**src/rtl/keypad_scan_fifo.sv**
```systemverilog
// keypad_scan_fifo
//   Scans a ROWS x COLS matrix keypad with active-low row strobes. The column
//   returns are synchronised and debounced. Each accepted press or release is
//   queued as an event in a first-word fall-through FIFO.
//
// Ports
//   clk, rst_n         single clock, asynchronous active-low reset
//   row_drive          active-low row strobe, exactly one bit low
//   col_in             raw active-low column returns (asynchronous)
//   ev_valid/ev_ready  pop handshake for the event FIFO head
//   ev_code            head key index (row*COLS + col), 0 when empty
//   ev_release         head event type (0 press, 1 release), 0 when empty
//   fifo_count         current FIFO occupancy
//   key_held           a key is accepted and not yet released
//   held_code          code of the held key, 0 otherwise
//   overflow           sticky: an event was dropped because the FIFO was full
//   clr_overflow       synchronous clear of overflow (a same-cycle drop wins)
module keypad_scan_fifo #(
    parameter int unsigned ROWS       = 4,
    parameter int unsigned COLS       = 4,
    parameter int unsigned SCAN_DELAY = 200000,
    parameter int unsigned DB_CYCLES  = 65536,
    parameter int unsigned FIFO_DEPTH = 8,
    localparam int unsigned KW        = $clog2(ROWS * COLS),
    localparam int unsigned CNTW      = $clog2(FIFO_DEPTH) + 1
) (
    input  logic            clk,
    input  logic            rst_n,
    output logic [ROWS-1:0] row_drive,
    input  logic [COLS-1:0] col_in,
    output logic            ev_valid,
    input  logic            ev_ready,
    output logic [KW-1:0]   ev_code,
    output logic            ev_release,
    output logic [CNTW-1:0] fifo_count,
    output logic            key_held,
    output logic [KW-1:0]   held_code,
    output logic            overflow,
    input  logic            clr_overflow
);

    localparam int unsigned RW = $clog2(ROWS);
    localparam int unsigned CW = $clog2(COLS);
    localparam int unsigned TW = $clog2(SCAN_DELAY);
    localparam int unsigned DW = $clog2(DB_CYCLES);
    localparam int unsigned PW = $clog2(FIFO_DEPTH);

    localparam logic [TW-1:0]   TimerReload = TW'(SCAN_DELAY - 1);
    localparam logic [DW-1:0]   DbLast      = DW'(DB_CYCLES - 1);
    localparam logic [RW-1:0]   RowLast     = RW'(ROWS - 1);
    localparam logic [2:0]      SettleLoad  = 3'd4;
    localparam logic [CNTW-1:0] FifoFull    = CNTW'(FIFO_DEPTH);

    typedef enum logic [1:0] {StScan, StDbPress, StHeld, StDbRel} state_e;

    state_e          state_q, state_d;
    logic [COLS-1:0] col_meta_q, col_s_q;
    logic [RW-1:0]   row_q, row_d, row_next;
    logic [ROWS-1:0] row_drive_q, row_drive_d;
    logic [TW-1:0]   timer_q, timer_d;
    logic [2:0]      settle_q, settle_d;
    logic [DW-1:0]   db_cnt_q, db_cnt_d;
    logic [COLS-1:0] cap_q, cap_d;
    logic [KW-1:0]   held_code_q, held_code_d;
    logic            key_held_q, key_held_d;
    logic [CW-1:0]   cap_col;
    logic [KW-1:0]   cap_code;
    logic            all_ones;

    logic            push, push_rel;
    logic [KW-1:0]   push_code;

    logic [KW:0]     mem_q [FIFO_DEPTH];
    logic [PW-1:0]   wr_ptr_q, wr_ptr_d, rd_ptr_q, rd_ptr_d;
    logic [CNTW-1:0] count_q, count_d;
    logic            overflow_q, overflow_d;
    logic            pop, wr_en, drop;
    logic [KW:0]     head;

    assign all_ones = &col_s_q;
    assign row_next = (row_q == RowLast) ? '0 : row_q + RW'(1);

    // Lowest-index low column of the captured pattern wins.
    always_comb begin
        cap_col = '0;
        for (int i = COLS - 1; i >= 0; i--) begin
            if (!cap_q[i]) cap_col = CW'(i);
        end
        cap_code = KW'(32'(row_q) * COLS + 32'(cap_col));
    end

    always_comb begin
        state_d     = state_q;
        row_d       = row_q;
        timer_d     = timer_q;
        settle_d    = (settle_q != 3'd0) ? settle_q - 3'd1 : settle_q;
        db_cnt_d    = db_cnt_q;
        cap_d       = cap_q;
        held_code_d = held_code_q;
        push        = 1'b0;
        push_rel    = 1'b0;
        push_code   = '0;
        unique case (state_q)
            StScan: begin
                // col_s still reflects the previous row until settle expires.
                if (settle_q == 3'd0 && !all_ones) begin
                    cap_d    = col_s_q;
                    db_cnt_d = '0;
                    state_d  = StDbPress;
                end else if (timer_q == '0) begin
                    row_d    = row_next;
                    timer_d  = TimerReload;
                    settle_d = SettleLoad;
                end else begin
                    timer_d = timer_q - TW'(1);
                end
            end
            StDbPress: begin
                if (col_s_q != cap_q) begin
                    state_d = StScan;
                    timer_d = TimerReload;
                end else if (db_cnt_q == DbLast) begin
                    push        = 1'b1;
                    push_code   = cap_code;
                    held_code_d = cap_code;
                    state_d     = StHeld;
                end else begin
                    db_cnt_d = db_cnt_q + DW'(1);
                end
            end
            StHeld: begin
                // Other columns changing while held are ignored: first key wins.
                if (all_ones) begin
                    db_cnt_d = '0;
                    state_d  = StDbRel;
                end
            end
            StDbRel: begin
                if (!all_ones) begin
                    state_d = StHeld;
                end else if (db_cnt_q == DbLast) begin
                    push        = 1'b1;
                    push_rel    = 1'b1;
                    push_code   = held_code_q;
                    held_code_d = '0;
                    state_d     = StScan;
                    row_d       = row_next;
                    timer_d     = TimerReload;
                    settle_d    = SettleLoad;
                end else begin
                    db_cnt_d = db_cnt_q + DW'(1);
                end
            end
            default: state_d = StScan;
        endcase
        key_held_d  = (state_d == StHeld) || (state_d == StDbRel);
        row_drive_d = ~(ROWS'(1) << row_d);
    end

    // FIFO: a push into a full FIFO is accepted only if the head leaves this cycle.
    always_comb begin
        pop        = (count_q != '0) && ev_ready;
        wr_en      = push && ((count_q != FifoFull) || pop);
        drop       = push && (count_q == FifoFull) && !pop;
        wr_ptr_d   = wr_en ? wr_ptr_q + PW'(1) : wr_ptr_q;
        rd_ptr_d   = pop ? rd_ptr_q + PW'(1) : rd_ptr_q;
        count_d    = count_q;
        if (wr_en && !pop) count_d = count_q + CNTW'(1);
        if (!wr_en && pop) count_d = count_q - CNTW'(1);
        overflow_d = drop ? 1'b1 : (clr_overflow ? 1'b0 : overflow_q);
    end

    always_ff @(posedge clk or negedge rst_n) begin
        if (!rst_n) begin
            col_meta_q  <= '1;
            col_s_q     <= '1;
            state_q     <= StScan;
            row_q       <= '0;
            row_drive_q <= ~ROWS'(1);
            timer_q     <= TimerReload;
            settle_q    <= SettleLoad;
            db_cnt_q    <= '0;
            cap_q       <= '1;
            held_code_q <= '0;
            key_held_q  <= 1'b0;
            wr_ptr_q    <= '0;
            rd_ptr_q    <= '0;
            count_q     <= '0;
            overflow_q  <= 1'b0;
        end else begin
            col_meta_q  <= col_in;
            col_s_q     <= col_meta_q;
            state_q     <= state_d;
            row_q       <= row_d;
            row_drive_q <= row_drive_d;
            timer_q     <= timer_d;
            settle_q    <= settle_d;
            db_cnt_q    <= db_cnt_d;
            cap_q       <= cap_d;
            held_code_q <= held_code_d;
            key_held_q  <= key_held_d;
            wr_ptr_q    <= wr_ptr_d;
            rd_ptr_q    <= rd_ptr_d;
            count_q     <= count_d;
            overflow_q  <= overflow_d;
        end
    end

    // Storage needs no reset: the head is gated by occupancy.
    always_ff @(posedge clk) begin
        if (wr_en) mem_q[wr_ptr_q] <= {push_rel, push_code};
    end

    assign head       = mem_q[rd_ptr_q];
    assign ev_valid   = (count_q != '0);
    assign ev_code    = ev_valid ? head[KW-1:0] : '0;
    assign ev_release = ev_valid & head[KW];
    assign row_drive  = row_drive_q;
    assign fifo_count = count_q;
    assign key_held   = key_held_q;
    assign held_code  = held_code_q;
    assign overflow   = overflow_q;

endmodule

```
**config.mk**
```make
export PLATFORM = sky130hd
export DESIGN_NAME = keypad_scan_fifo
export DESIGN_NICKNAME = d
export VERILOG_FILES = /design/src/rtl/keypad_scan_fifo.sv
export SDC_FILE = /design/constraint.sdc
export NUM_CORES = 1
export LEC_CHECK = 0
export BUFFER_PORTS_ARGS = -buffer_cell sky130_fd_sc_hd__buf_2
export CAP_MARGIN = 40
export CORE_MARGIN = 8
export CORE_UTILIZATION = 35
export CTS_BUF_LIST = sky130_fd_sc_hd__clkbuf_2
export DETAILED_ROUTE_END_ITERATION = 8
export GPL_TIMING_DRIVEN = 0
export PLACE_DENSITY = 0.54
export SKIP_LAST_GASP = 1
export SLEW_MARGIN = 20
export SYNTH_ARGS = -nofsm -noshare
export SYNTH_HDL_FRONTEND = slang
export SYNTH_SLANG_ARGS = --single-unit
```
**constraint.sdc**
```tcl
create_clock -name clk -period 4.6 [get_ports clk]
set_input_delay 0.23 -clock clk [delete_from_list [all_inputs] [get_ports clk]]
set_output_delay 0.23 -clock clk [all_outputs]
set_load 0.05 [all_outputs]
```
[Word level (Yosys, flattened, before mapping)]
Memory sizes are Yosys's and may differ from the RTL's.
Cells that the tools add are included.
W data, S select, Z words.
Cells by class
  $add $sub $neg: 9
  equal/unequal tests: 18
  shift-type cells: 1
  muxes and demuxes: 57
  bitwise gates (word level): 2
  reduce and logical (&&, ||, !) cells: 26
Operator list (number)
  $mux W18: 5
  $mux W16: 5
  $pmux W16 S4: 1
  $pmux W18 S3: 1
  $mux W4: 11
  $mux W2: 15
  $logic_not A18 Y1: 1
  $sub A18 B1 Y18 const B: 1
  $add A16 B1 Y16 const B: 1
  $eq A16 B16 Y1 const B: 1
  $ne A2 B2 Y1 const B: 8
  $pmux W4 S2: 2
  $mux W3: 5
  $eq A2 B2 Y1 const B: 5
  $reduce_and A5 Y1: 2
  $mux W1: 8
  $pmux W2 S4: 1
  $reduce_and A4 Y1: 2
  $logic_and A1 B1 Y1: 7
  $add A3 B1 Y3 const B: 2
  $pmux W3 S2: 1
  $reduce_bool A2 Y1: 3
  $reduce_bool A3 Y1: 2
  $add A4 B1 Y4 const B: 1
  19 further kinds: 22
Storage, ports and cells
  register bits: 73
  bits in writable memories: 40
  input bits: 8
  output and inout port bits: 20
  logic and storage cells: 129
  memories: 1
Memory list
  mem_q: depth 8, width 5, read ports 1, clocked after Yosys merged registers in 0, wr ports 1, line 73  | logic [KW:0] mem_q [FIFO_DEPTH];

[Logic depth before layout (Yosys ltp)]
Gate-level depths: netlist (run 1).
  word-level depth: 8
  gate-level depth with buffers: 11
  gate-level depth less buffers: 10

[Worst setup path after synthesis (run 1)]
OpenSTA, ideal clock, no wires.
  path type: register -> register
  start: reg count_q[1], in the netlist fifo_count[1]
  end: reg count_q[3], in the netlist fifo_count[3]
  library setup time: 0.082 ns
  arrival time: 2.714 ns
  required time: 4.518 ns
  setup slack: 1.804 ns
  cell stages (with the launch flop): 10
  path buffers: 0
  period minus slack after synthesis: 2.796 ns
  cells stage by stage: dfrtp_1 -> nor4_1 -> nor2b_1 -> o21ai_0 -> inv_1 -> ha_1 -> a21o_1 -> a21oi_1 -> mux2i_1 -> xor2_1
On the way
  word-level cells in the longest chain between the ends: 7
  elaborated cells between the ends (all ways): 14
  those cells by class: 2 x add/sub; 1 x eq/ne; 2 x mux; 9 x reduce/logical
Ends and longest elaborated chain
  from (decl): line 75  | logic [CNTW-1:0] count_q, count_d;
  from (signal assigned): line 204  | count_q <= count_d;
  branches (longest 7 deep; another with $add A4 B1 Y4)
Several ways; the timed one is not identified. The select of a mux whose other input is x is not followed.
A chain may end at the register's enable or synchronous reset.

[Worst setup path after layout (run 1)]
  start: reg state_q[0]
  end: reg count_q[3], in the netlist fifo_count[3]
On the way
  word-level cells in the longest chain between the ends: 6
  elaborated cells between the ends (all ways): 9
  those cells by class: 2 x eq/ne; 2 x mux; 5 x reduce/logical
Ends and longest elaborated chain
  from (decl): line 56  | state_e state_q, state_d;
  from (signal assigned): line 177  | state_q <= StScan;
  from (signal assigned): line 193  | state_q <= state_d;
  $eq A2 B2 Y1 or $eq A2 B1 Y1 (tied branches): line 103  | unique case (state_q)
  $pmux W1 S2 (*): line 103
  $logic_and A1 B1 Y1 (*): line 163  | wr_en = push && ((count_q != FifoFull) || pop);
  $logic_not A1 Y1: line 169  | if (!wr_en && pop) count_d = count_q - CNTW'(1);
  $logic_and A1 B1 Y1: line 169
  $mux W4 or $reduce_bool A2 Y1 (tied branches)
Every way passes the cells marked *; elsewhere a longest branch is shown, timed or not.

==> flow_metrics.env, run 1 <==
export IMPL_rrSetupSlack_ns=1.39
export IMPL_drt_first_pass_iters=7
export IMPL_core_area_mm2=0.0153
export IMPL_insertion_delay_ns=0.67
export IMPL_avgViaCountPerCell=5.14
export IMPL_cts_made_buffers=17
export IMPL_endpoint="fifo_count[3]"
export IMPL_nFillCells=1447
export IMPL_die_area_mm2=0.0199
export IMPL_finalWirelength_um=11800
export IMPL_finalWeightedCongestion=0.819
export IMPL_power_density_mw_per_mm2=429
export IMPL_grt_pass1_wl_um=19700
export IMPL_rows=45
export IMPL_path_clk_slew_ns=0.15
export IMPL_crit_required_ns=5.20
export IMPL_cts_sinks=113
export IMPL_period_needed_ns=3.21
export IMPL_startpoint="state_q[0]"
export IMPL_grt_total_usage_pct=12.5
export IMPL_synth_flop_cell="dfrtp_1"
export IMPL_antenna_found_initial=0
export IMPL_syn_num_nets=501
export IMPL_wl_met2_um=5630
export IMPL_io_pin_count=28
export IMPL_tightest_slew_ns=0.801
export IMPL_yosysWarnings=0
export IMPL_grt_pass1_vias=3892
export IMPL_drtAntennaViolNets=0
export IMPL_dp_cells=719
export IMPL_setup_tns_ns=0
export IMPL_fin_ws_ns=1.39
export IMPL_rr_startpoint="state_q[0]"
export IMPL_cts_resized=0
export IMPL_diodes=0
export IMPL_avgSynthCellArea_um2=11.5
export IMPL_drive_above_1_share_pct=22.1
export IMPL_ys_types=63
export IMPL_relSlewSlack_pct=46.0
export IMPL_ctsHoldBuffers=10
export IMPL_tritoncts="built"
export IMPL_ctsHtreeMaxLevel=4
export IMPL_cts_root_buf="clkbuf_2"
export IMPL_drc=0
export IMPL_fin_nets=560
export IMPL_initial_core_util_pct=36.0
export IMPL_place_detailed_hpwl_um=8490
export IMPL_met1Wirelength_um=5450
export IMPL_seq_area_frac_synth_pct=55.8
export IMPL_cp_arrival_ns=3.81
export IMPL_first_iter_violations=309
export IMPL_syn_area_mm2=0.00549
export IMPL_wl_met3_um=545
export IMPL_place_ws_ns=1.47
export IMPL_maxCapViolCount=0
export IMPL_critical_path_class="reg -> reg"
export IMPL_wl_per_cell_um=15.4
export IMPL_rsz0062_at_grt="no"
export IMPL_syn_inst=479
export IMPL_irDropWorstVdd_mv=0.227
export IMPL_top_layer="met4"
export IMPL_final_setup_viol_count=0
export IMPL_fp_dieW_um=141
export IMPL_fmax_mhz=312
export IMPL_cts_buffer_depth=2
export IMPL_outcome="finished, final reports clean"
export IMPL_timing_hold_ws_ns=0.203
export IMPL_worstRegToRegCells=11
export IMPL_vias=3918
export IMPL_grt_start_max_net_pins=43
export IMPL_post_cts_buffers=0
export IMPL_ys_ff_latch=113
export IMPL_min_path_type="in -> reg"
export IMPL_end_kind="register"
export IMPL_p_leak_nw=2.62
export IMPL_finalNonFillerCells=762
export IMPL_finalCritPeriodShare_pct=69.8
export IMPL_maxSlewViolCount=0
export IMPL_io_buffer_count=27
export IMPL_die_y_um=141
export IMPL_hold_path_startpoint="col_in[2]"
export IMPL_overflow=0
export IMPL_synthToLayoutAreaGrowth_pct=14.0
export IMPL_critPathMaxFanout=10
export IMPL_worstReg2RegEnd="fifo_count[3]"
export IMPL_synthArstFlopShare_pct=64.6
export IMPL_final_hold_violation_count=0
export IMPL_synth_edf_count=40
export IMPL_cp_start_kind="register"
export IMPL_skew_ns=0.0310
-- cells in the final DEF, fill, tap and decap left out, types with 9 or more instances in the layout --
cell           instances
dfstp_2               27
xnor2_1               11
a31oi_1                9
dlygate4sd3_1          9
nor2_1                48
inv_1                 15
nand2b_1              11
o21ai_0               30
ha_1                  13
clkbuf_2              25
nand2_1               39
dfrtp_1               46
clkbuf_1               9
a21oi_1               26
mux4_2                10
edfxtp_1              40
buf_2                 30
-- per-stage QoR --
step                      power [W]  instance area (um2)  util (%)
after CTS                   0.00272                 6250      41.0
after global routing        0.00286                 6260      41.0
after floorplan             0.00184                 5490         -
final                       0.00268                 6260      41.0
after detailed placement    0.00209                 5930      38.9
after global placement      0.00205                 5890      38.6
-- worst min path at each step --
stage,end,slack (ns),depth (start not counted)
CTS,col_meta_q[3],0.12,2
detailed placement,db_cnt_q[5],0.21,1
floorplan,db_cnt_q[0],-0.07,0
global route,col_meta_q[0],0.12,2
finish,col_meta_q[2],0.20,2
global placement,col_meta_q[3],0.34,1
-- worst max-delay path, stage by stage (launching register included) --
cell      delay, ns
dfrtp_1        0.48
ha_1           0.18
clkbuf_1       0.36
nand2_1        0.25
a21boi_0       0.24
o21ai_0        0.46
inv_1          0.13
ha_1           0.30
a21o_1         0.18
a21oi_1        0.19
mux2i_1        0.23
xor2_1         0.16
-- area by class of cell --
class / count / area [um2] / share of cell area [%]
sequential: 113 / 3060 / 48.9
timing repair buffer: 40 / 287 / 4.58
inverter: 15 / 56.3 / 0.900
clock inverter: 8 / 91.3 / 1.46
buffer: 17 / 70.1 / 1.12
multi-input combinational: 334 / 2310 / 36.9
tap: 211 / 264 / 4.22
clock buffer: 24 / 120 / 1.92
-- state kept, by name, indices dropped and copies added, names as in the netlist --
name,flops
cap_q,4
col_meta_q,4
col_s_q,4
db_cnt_q,16
fifo_count,4
held_code,4
key_held,1
mem_q,40
overflow,1
rd_ptr_q,3
row_drive,4
row_q,2
settle_q,3
state_q,2
timer_q,18
wr_ptr_q,3
-- synthesized netlist by cell type (9+ instances only) --
cell type,n,area (um2)
mux4_2,10,225
xnor2_1,11,96.3
inv_1,15,56.3
edfxtp_1,40,1200
dfrtp_1,46,1150
a31oi_1,9,56.3
nor2_1,48,180
o21ai_0,30,150
dfstp_2,27,709
ha_1,13,163
nand2_1,39,146
nand2b_1,11,68.8
clkbuf_1,9,33.8
a21oi_1,26,130
-- report_power, final --
part           leakage (nW)  switching (W)  total, W  internal (W)
registers              1.37      0.0000945   0.00124       0.00114
logic                  1.10       0.000535  0.000834      0.000299
clock network         0.145       0.000353  0.000612      0.000259
-- cells by family (layout without fill, tap and decap cells) --
logic type | Yosys count | after routing | synth area share [%]
xor+xnor | 19 | 19 | 3.03
simple gates | 164 | 164 | 15.5
flops | 113 | 113 | 55.8
mux | 24 | 24 | 6.79
compound gates | 113 | 113 | 13.3
fa+ha+maj | 14 | 14 | 3.33
buf+inv | 32 | 104 | 2.30
-- routing by layer --
metal / vias up / track usage, %
met1: 1902 / 15.6
met2: 97 / 20.2
met3: 11 / 3.38
met5: - / 0
li1: 1908 / -
met4: 0 / 5.43
Note: power is estimated with default switching activity, not from simulation.
==> run 2: changes to the inputs <==
--- a/config.mk
+++ b/config.mk
@@ -12,7 +12,7 @@
 export CTS_BUF_LIST = sky130_fd_sc_hd__clkbuf_2
 export DETAILED_ROUTE_END_ITERATION = 8
 export GPL_TIMING_DRIVEN = 0
-export PLACE_DENSITY = 0.54
+export PLACE_DENSITY = 0.56
 export SKIP_LAST_GASP = 1
 export SLEW_MARGIN = 20
 export SYNTH_ARGS = -nofsm -noshare
==> constraint.sdc (replaced) <==
create_clock -name clk -period 2.75 [get_ports clk]
set_input_delay 0.1375 -clock clk [delete_from_list [all_inputs] [get_ports clk]]
set_output_delay 0.1375 -clock clk [all_outputs]
set_load 0.05 [all_outputs]
==> flow_metrics.env, run 2 (synthesis results as in run 1) <==
export IMPL_outcome="finished, final reports clean"
export IMPL_crit_required_ns=3.35
export IMPL_synthToLayoutAreaGrowth_pct=16.6
export IMPL_ctsHtreeMaxLevel=4
export IMPL_die_area_mm2=0.0199
export IMPL_fin_nets=560
export IMPL_io_pin_count=28
export IMPL_dp_cells=719
export IMPL_rrSetupSlack_ns=0.08
export IMPL_crit_path_top_delay_cell="dfstp_2"
export IMPL_reg_largest_list="mem_q: 40 flops, timer_q: 18 flops, db_cnt_q: 16 flops"
export IMPL_finalNonFillerCells=762
export IMPL_finalWeightedCongestion=0.828
export IMPL_tritoncts="built"
export IMPL_rr_startpoint="col_s_q[3]"
export IMPL_skew_ns=0.0299
export IMPL_critical_path_max_stage_delay_ns=0.59
export IMPL_endpoint="fifo_count[3]"
export IMPL_layout_common_cells="dfrtp_1 (46), nor2_1 (42), edfxtp_1 (40), nand2_1 (38), buf_2 (31)"
export IMPL_path_clk_slew_ns=0.19
export IMPL_wl_per_cell_um=15.3
export IMPL_p_leak_nw=2.64
export IMPL_crit_chain="and4_1 > buf_2 > nand2_2 > a21boi_1 > o21ai_2 > inv_1 > ha_1 > a21o_1 > a21oi_1 > mux2i_1 > xor2_1"
export IMPL_final_setup_viol_count=0
export IMPL_top_register="mem_q"
export IMPL_drc=0
export IMPL_fp_dieW_um=141
export IMPL_cp_top_family="compound AO/OA/AOI/OAI gates"
export IMPL_worstRegToRegCells=11
export IMPL_grt_pass1_wl_um=19600
export IMPL_rows=45
export IMPL_min_path_cells=2
export IMPL_end_kind="register"
export IMPL_grt_total_usage_pct=12.3
export IMPL_cp_arrival_ns=3.28
export IMPL_overflow=0
export IMPL_final_util_pct=41.9
export IMPL_period_needed_ns=2.67
export IMPL_die_y_um=141
export IMPL_core_area_mm2=0.0153
export IMPL_finalWirelength_um=11600
export IMPL_cp_depth=11
export IMPL_maxCapViolCount=0
export IMPL_place_detailed_hpwl_um=8440
export IMPL_rsz0062_at_grt="yes"
export IMPL_avgViaCountPerCell=5.12
export IMPL_largest_register_ffs=40
export IMPL_diodes=0
export IMPL_grt_pass1_vias=3945
export IMPL_critPathMaxFanout=7
export IMPL_first_iter_violations=210
export IMPL_startpoint="col_s_q[3]"
export IMPL_power_density_mw_per_mm2=726
export IMPL_worstReg2RegEnd="fifo_count[3]"
export IMPL_nFillCells=1457
export IMPL_fmax_mhz=374
export IMPL_setup_tns_ns=0
export IMPL_maxSlewViolCount=0
export IMPL_cp_start_kind="register"
export IMPL_cts_made_buffers=17
export IMPL_cts_root_buf="clkbuf_2"
export IMPL_critical_path_class="reg -> reg"
export IMPL_grt_start_max_net_pins=44
export IMPL_initial_core_util_pct=36.0
export IMPL_irDropWorstVdd_mv=0.527
export IMPL_vias=3900
export IMPL_cts_buffer_depth=2
export IMPL_drtAntennaViolNets=0
export IMPL_drt_first_pass_iters=4
export IMPL_final_common_cell="dfrtp_1"
export IMPL_relSlewSlack_pct=46.9
export IMPL_crit_buf_inv=2
export IMPL_insertion_delay_ns=0.66
export IMPL_drive_above_1_share_pct=24.5
export IMPL_final_hold_violation_count=0
export IMPL_tightest_slew_ns=0.788
export IMPL_finalCritPeriodShare_pct=97.3
export IMPL_cts_sinks=113
export IMPL_min_path_type="in -> reg"
export IMPL_antenna_found_initial=0
export IMPL_io_buffer_count=27
==> run 2: what timing repair did <==
item                       in CTS  in global routing
pin swaps                       0                  2
gates resized for setup        10                 16
buffers inserted                0                  3
hold endpoints to repair       82                  0
hold buffers                    9                  0
setup endpoints to repair      47                 74
==> run 2: worst min-delay path by stage <==
| stage | from | to | slack [ns] |
|---|---|---|---|
| 3_5_place_dp | rst_n | timer_q[12] | 0.11 |
| 6_report | col_in[3] | col_meta_q[3] | 0.12 |
| 3_3_place_gp | col_in[3] | col_meta_q[3] | 0.24 |
| 5_1_grt | col_in[3] | col_meta_q[3] | 0.02 |
| 2_1_floorplan | rst_n | db_cnt_q[0] | -0.16 |
| 4_1_cts | col_in[3] | col_meta_q[3] | 0.02 |
==> run 2: stage by stage <==
step                      power, W  setup slack, ns  instance area, um2  hold WS (ns)
after floorplan            0.00309            0.101                5500        -0.158
after global placement     0.00342           -0.358                5890         0.243
after detailed placement   0.00349           -0.420                5930         0.108
after CTS                  0.00468           -0.150                6290        0.0189
after global routing       0.00495           -0.109                6400        0.0178
final                      0.00465           0.0753                6400         0.125
==> run 2: layout make-up <==
type | instances | area, um2 | area share, %
clock buffers | 18 | 90.1 | 1.41
multi-input cells | 334 | 2410 | 37.7
inverters | 15 | 56.3 | 0.880
repair buffers | 42 | 287 | 4.48
plain buffers | 15 | 62.6 | 0.978
clock inverters | 14 | 166 | 2.60
well taps | 211 | 264 | 4.13
flip-flops and latches | 113 | 3060 | 47.8
==> run 2: where the power goes <==
group | internal (W) | switching [W]
registers | 0.00191 | 0.000186
logic | 0.000515 | 0.000878
clock network | 0.000506 | 0.000652
==> run 2: per-layer routing <==
layer,global-route usage [%],share of wire [%]
met4,4.13,1.1
met3,3.81,4.3
met2,20.1,49
met1,15.1,46
met5,0,0
==> run 2: worst reg2reg max path, cell delays in order, from the launching register on <==
cell	delay (ns)
dfstp_2	0.59
and4_1	0.20
buf_2	0.18
nand2_2	0.12
a21boi_1	0.21
o21ai_2	0.22
inv_1	0.09
ha_1	0.28
a21o_1	0.18
a21oi_1	0.17
mux2i_1	0.26
xor2_1	0.16
==> run 3: changes to the inputs <==
--- a/config.mk
+++ b/config.mk
@@ -7,12 +7,14 @@
 export LEC_CHECK = 0
 export BUFFER_PORTS_ARGS = -buffer_cell sky130_fd_sc_hd__buf_2
 export CAP_MARGIN = 40
+export CELL_PAD_IN_SITES_DETAIL_PLACEMENT = 1
+export CELL_PAD_IN_SITES_GLOBAL_PLACEMENT = 2
 export CORE_MARGIN = 8
-export CORE_UTILIZATION = 35
+export CORE_UTILIZATION = 39
 export CTS_BUF_LIST = sky130_fd_sc_hd__clkbuf_2
 export DETAILED_ROUTE_END_ITERATION = 8
 export GPL_TIMING_DRIVEN = 0
-export PLACE_DENSITY = 0.56
+export PLACE_DENSITY = 0.82
 export SKIP_LAST_GASP = 1
 export SLEW_MARGIN = 20
 export SYNTH_ARGS = -nofsm -noshare
==> flow_metrics.env, run 3 (synthesis results as in run 1) <==
export IMPL_outcome="finished, final reports clean"
export IMPL_p_total_w=0.00458
export IMPL_final_util_pct=46.0
export IMPL_die_area_mm2=0.0181
export IMPL_final_setup_viol_count=0
export IMPL_core_area_mm2=0.0138
export IMPL_critical_path_max_stage_delay_ns=0.59
export IMPL_path_clk_slew_ns=0.17
export IMPL_worstReg2RegEnd="fifo_count[3]"
export IMPL_ctsHtreeMaxLevel=4
export IMPL_rows=43
export IMPL_grt_pass1_vias=4249
export IMPL_relSlewSlack_pct=44.0
export IMPL_place_detailed_hpwl_um=9710
export IMPL_crit_chain="and4_1 > buf_2 > nand2_2 > a21boi_4 > o21ai_4 > inv_1 > ha_1 > a21o_1 > a21oi_1 > mux2i_1 > xor2_1"
export IMPL_power_density_mw_per_mm2=720
export IMPL_fin_ws_ns=0.0846
export IMPL_hold_end="col_meta_q[3]"
export IMPL_cp_arrival_ns=3.26
export IMPL_finalCritPeriodShare_pct=96.9
export IMPL_critPathMaxFanout=7
export IMPL_stdcell_area_mm2=0.00636
export IMPL_place_ws_ns=-0.538
export IMPL_finalWeightedCongestion=0.809
export IMPL_overflow=0
export IMPL_fin_nets=564
export IMPL_crit_buf_inv=2
export IMPL_reg_largest_list="mem_q: 40 flops, timer_q: 18 flops, db_cnt_q: 16 flops"
export IMPL_worstRegToRegCells=11
export IMPL_wl_per_cell_um=18.4
export IMPL_crit_path_top_delay_cell="dfstp_2"
export IMPL_top_register="mem_q"
export IMPL_skew_ns=0.0211
export IMPL_critical_path_class="reg -> reg"
export IMPL_drive_above_1_share_pct=26.0
export IMPL_vias=4036
export IMPL_avgViaCountPerCell=5.50
export IMPL_final_hold_violation_count=0
export IMPL_crit_required_ns=3.35
export IMPL_maxCapViolCount=0
export IMPL_io_buffer_count=27
export IMPL_drt_first_pass_iters=4
export IMPL_diodes=0
export IMPL_grt_total_usage_pct=15.7
export IMPL_rrSetupSlack_ns=0.08
export IMPL_largest_register_ffs=40
export IMPL_synthToLayoutAreaGrowth_pct=15.9
export IMPL_cts_root_buf="clkbuf_2"
export IMPL_tightest_slew_ns=0.834
export IMPL_rr_startpoint="col_s_q[3]"
export IMPL_cts_buffer_depth=2
export IMPL_drc=0
export IMPL_initial_core_util_pct=39.7
export IMPL_insertion_delay_ns=0.66
export IMPL_p_leak_nw=2.68
export IMPL_period_needed_ns=2.67
export IMPL_cp_start_kind="register"
export IMPL_grt_start_max_net_pins=57
export IMPL_hold_path_startpoint="col_in[3]"
export IMPL_dpl_instance_area_mm2=0.00591
export IMPL_min_path_type="in -> reg"
export IMPL_fp_dieW_um=135
export IMPL_antenna_found_initial=0
export IMPL_first_iter_violations=222
export IMPL_fmax_mhz=375
export IMPL_irDropWorstVdd_mv=0.266
export IMPL_tritoncts="built"
export IMPL_min_path_cells=2
export IMPL_rsz0062_at_grt="yes"
export IMPL_layout_common_cells="dfrtp_1 (45), nor2_1 (42), edfxtp_1 (40), nand2_1 (38), buf_2 (32)"
export IMPL_cp_top_family="compound AO/OA/AOI/OAI gates"
export IMPL_grt_pass1_wl_um=22400
export IMPL_end_kind="register"
export IMPL_cts_sinks=113
export IMPL_die_y_um=135
export IMPL_maxSlewViolCount=0
export IMPL_timing_hold_ws_ns=0.124
export IMPL_io_pin_count=28
export IMPL_final_common_cell="dfrtp_1"
export IMPL_cts_made_buffers=17
export IMPL_finalWirelength_um=13500
export IMPL_drtAntennaViolNets=0
run 3: cell count changes in the layout (fill, tap and decap cells not counted), moves of 3 or more:
cell and delta:
clkinv_2 +4, clkbuf_1 -3, nor2_4 -6, buf_4 +4
nor2_2 +6, clkinv_4 -3
run 3: final cells by class:
type / instances / area, um2
inverter: 15 / 56.3
clock buffer: 19 / 95.1
fill: 1495 / 7470
clock inverter: 12 / 119
sequential: 113 / 3060
buffer: 13 / 56.3
timing repair buffer: 48 / 339
tap: 180 / 225
multi-input combinational: 334 / 2410
run 3: per-stage QoR:
step,std cells,setup TNS (ns)
after global routing,734,-0.166
after detailed placement,690,-9.09
after CTS,728,-0.844
after global placement,686,-7.55
final,734,0
after floorplan,479,0
run 3: worst max-delay path by stage:
stage	cells past startpoint	slack [ns]	start	end
2_1_floorplan	11	0.10	state_q[0]	fifo_count[3]
3_3_place_gp	11	-0.41	state_q[0]	fifo_count[3]
3_5_place_dp	11	-0.54	state_q[0]	fifo_count[3]
4_1_cts	10	-0.15	db_cnt_q[0]	fifo_count[3]
5_1_grt	11	-0.11	col_s_q[3]	fifo_count[3]
6_report	11	0.08	col_s_q[3]	fifo_count[3]
run 3: power breakdown:
part / total [W] / internal (W) / switching (W)
Sequential: 0.00210 / 0.00191 / 0.000190
Combinational: 0.00143 / 0.000511 / 0.000918
Clock: 0.00105 / 0.000407 / 0.000640
Total: 0.00458 / 0.00283 / 0.00175
run 3: per-layer routing:
layer | vias to the layer above | track usage, % | routed length, um
met5 | - | 0 | 0
met4 | 0 | 6.49 | 196
met3 | 14 | 3.05 | 351
met2 | 47 | 26.8 | 6940
met1 | 2062 | 18.9 | 6040
li1 | 1913 | - | -
run 3: repair_timing:
| item | in CTS | in global routing |
|---|---|---|
| endpoints found under the setup margin | 64 | 63 |
| gates cloned | 0 | 0 |
| endpoints found under the hold margin | 81 | 0 |
| hold buffers | 10 | 0 |
| gates resized for setup | 15 | 10 |
| buffers inserted | 0 | 6 |
| pin swaps | 0 | 3 |
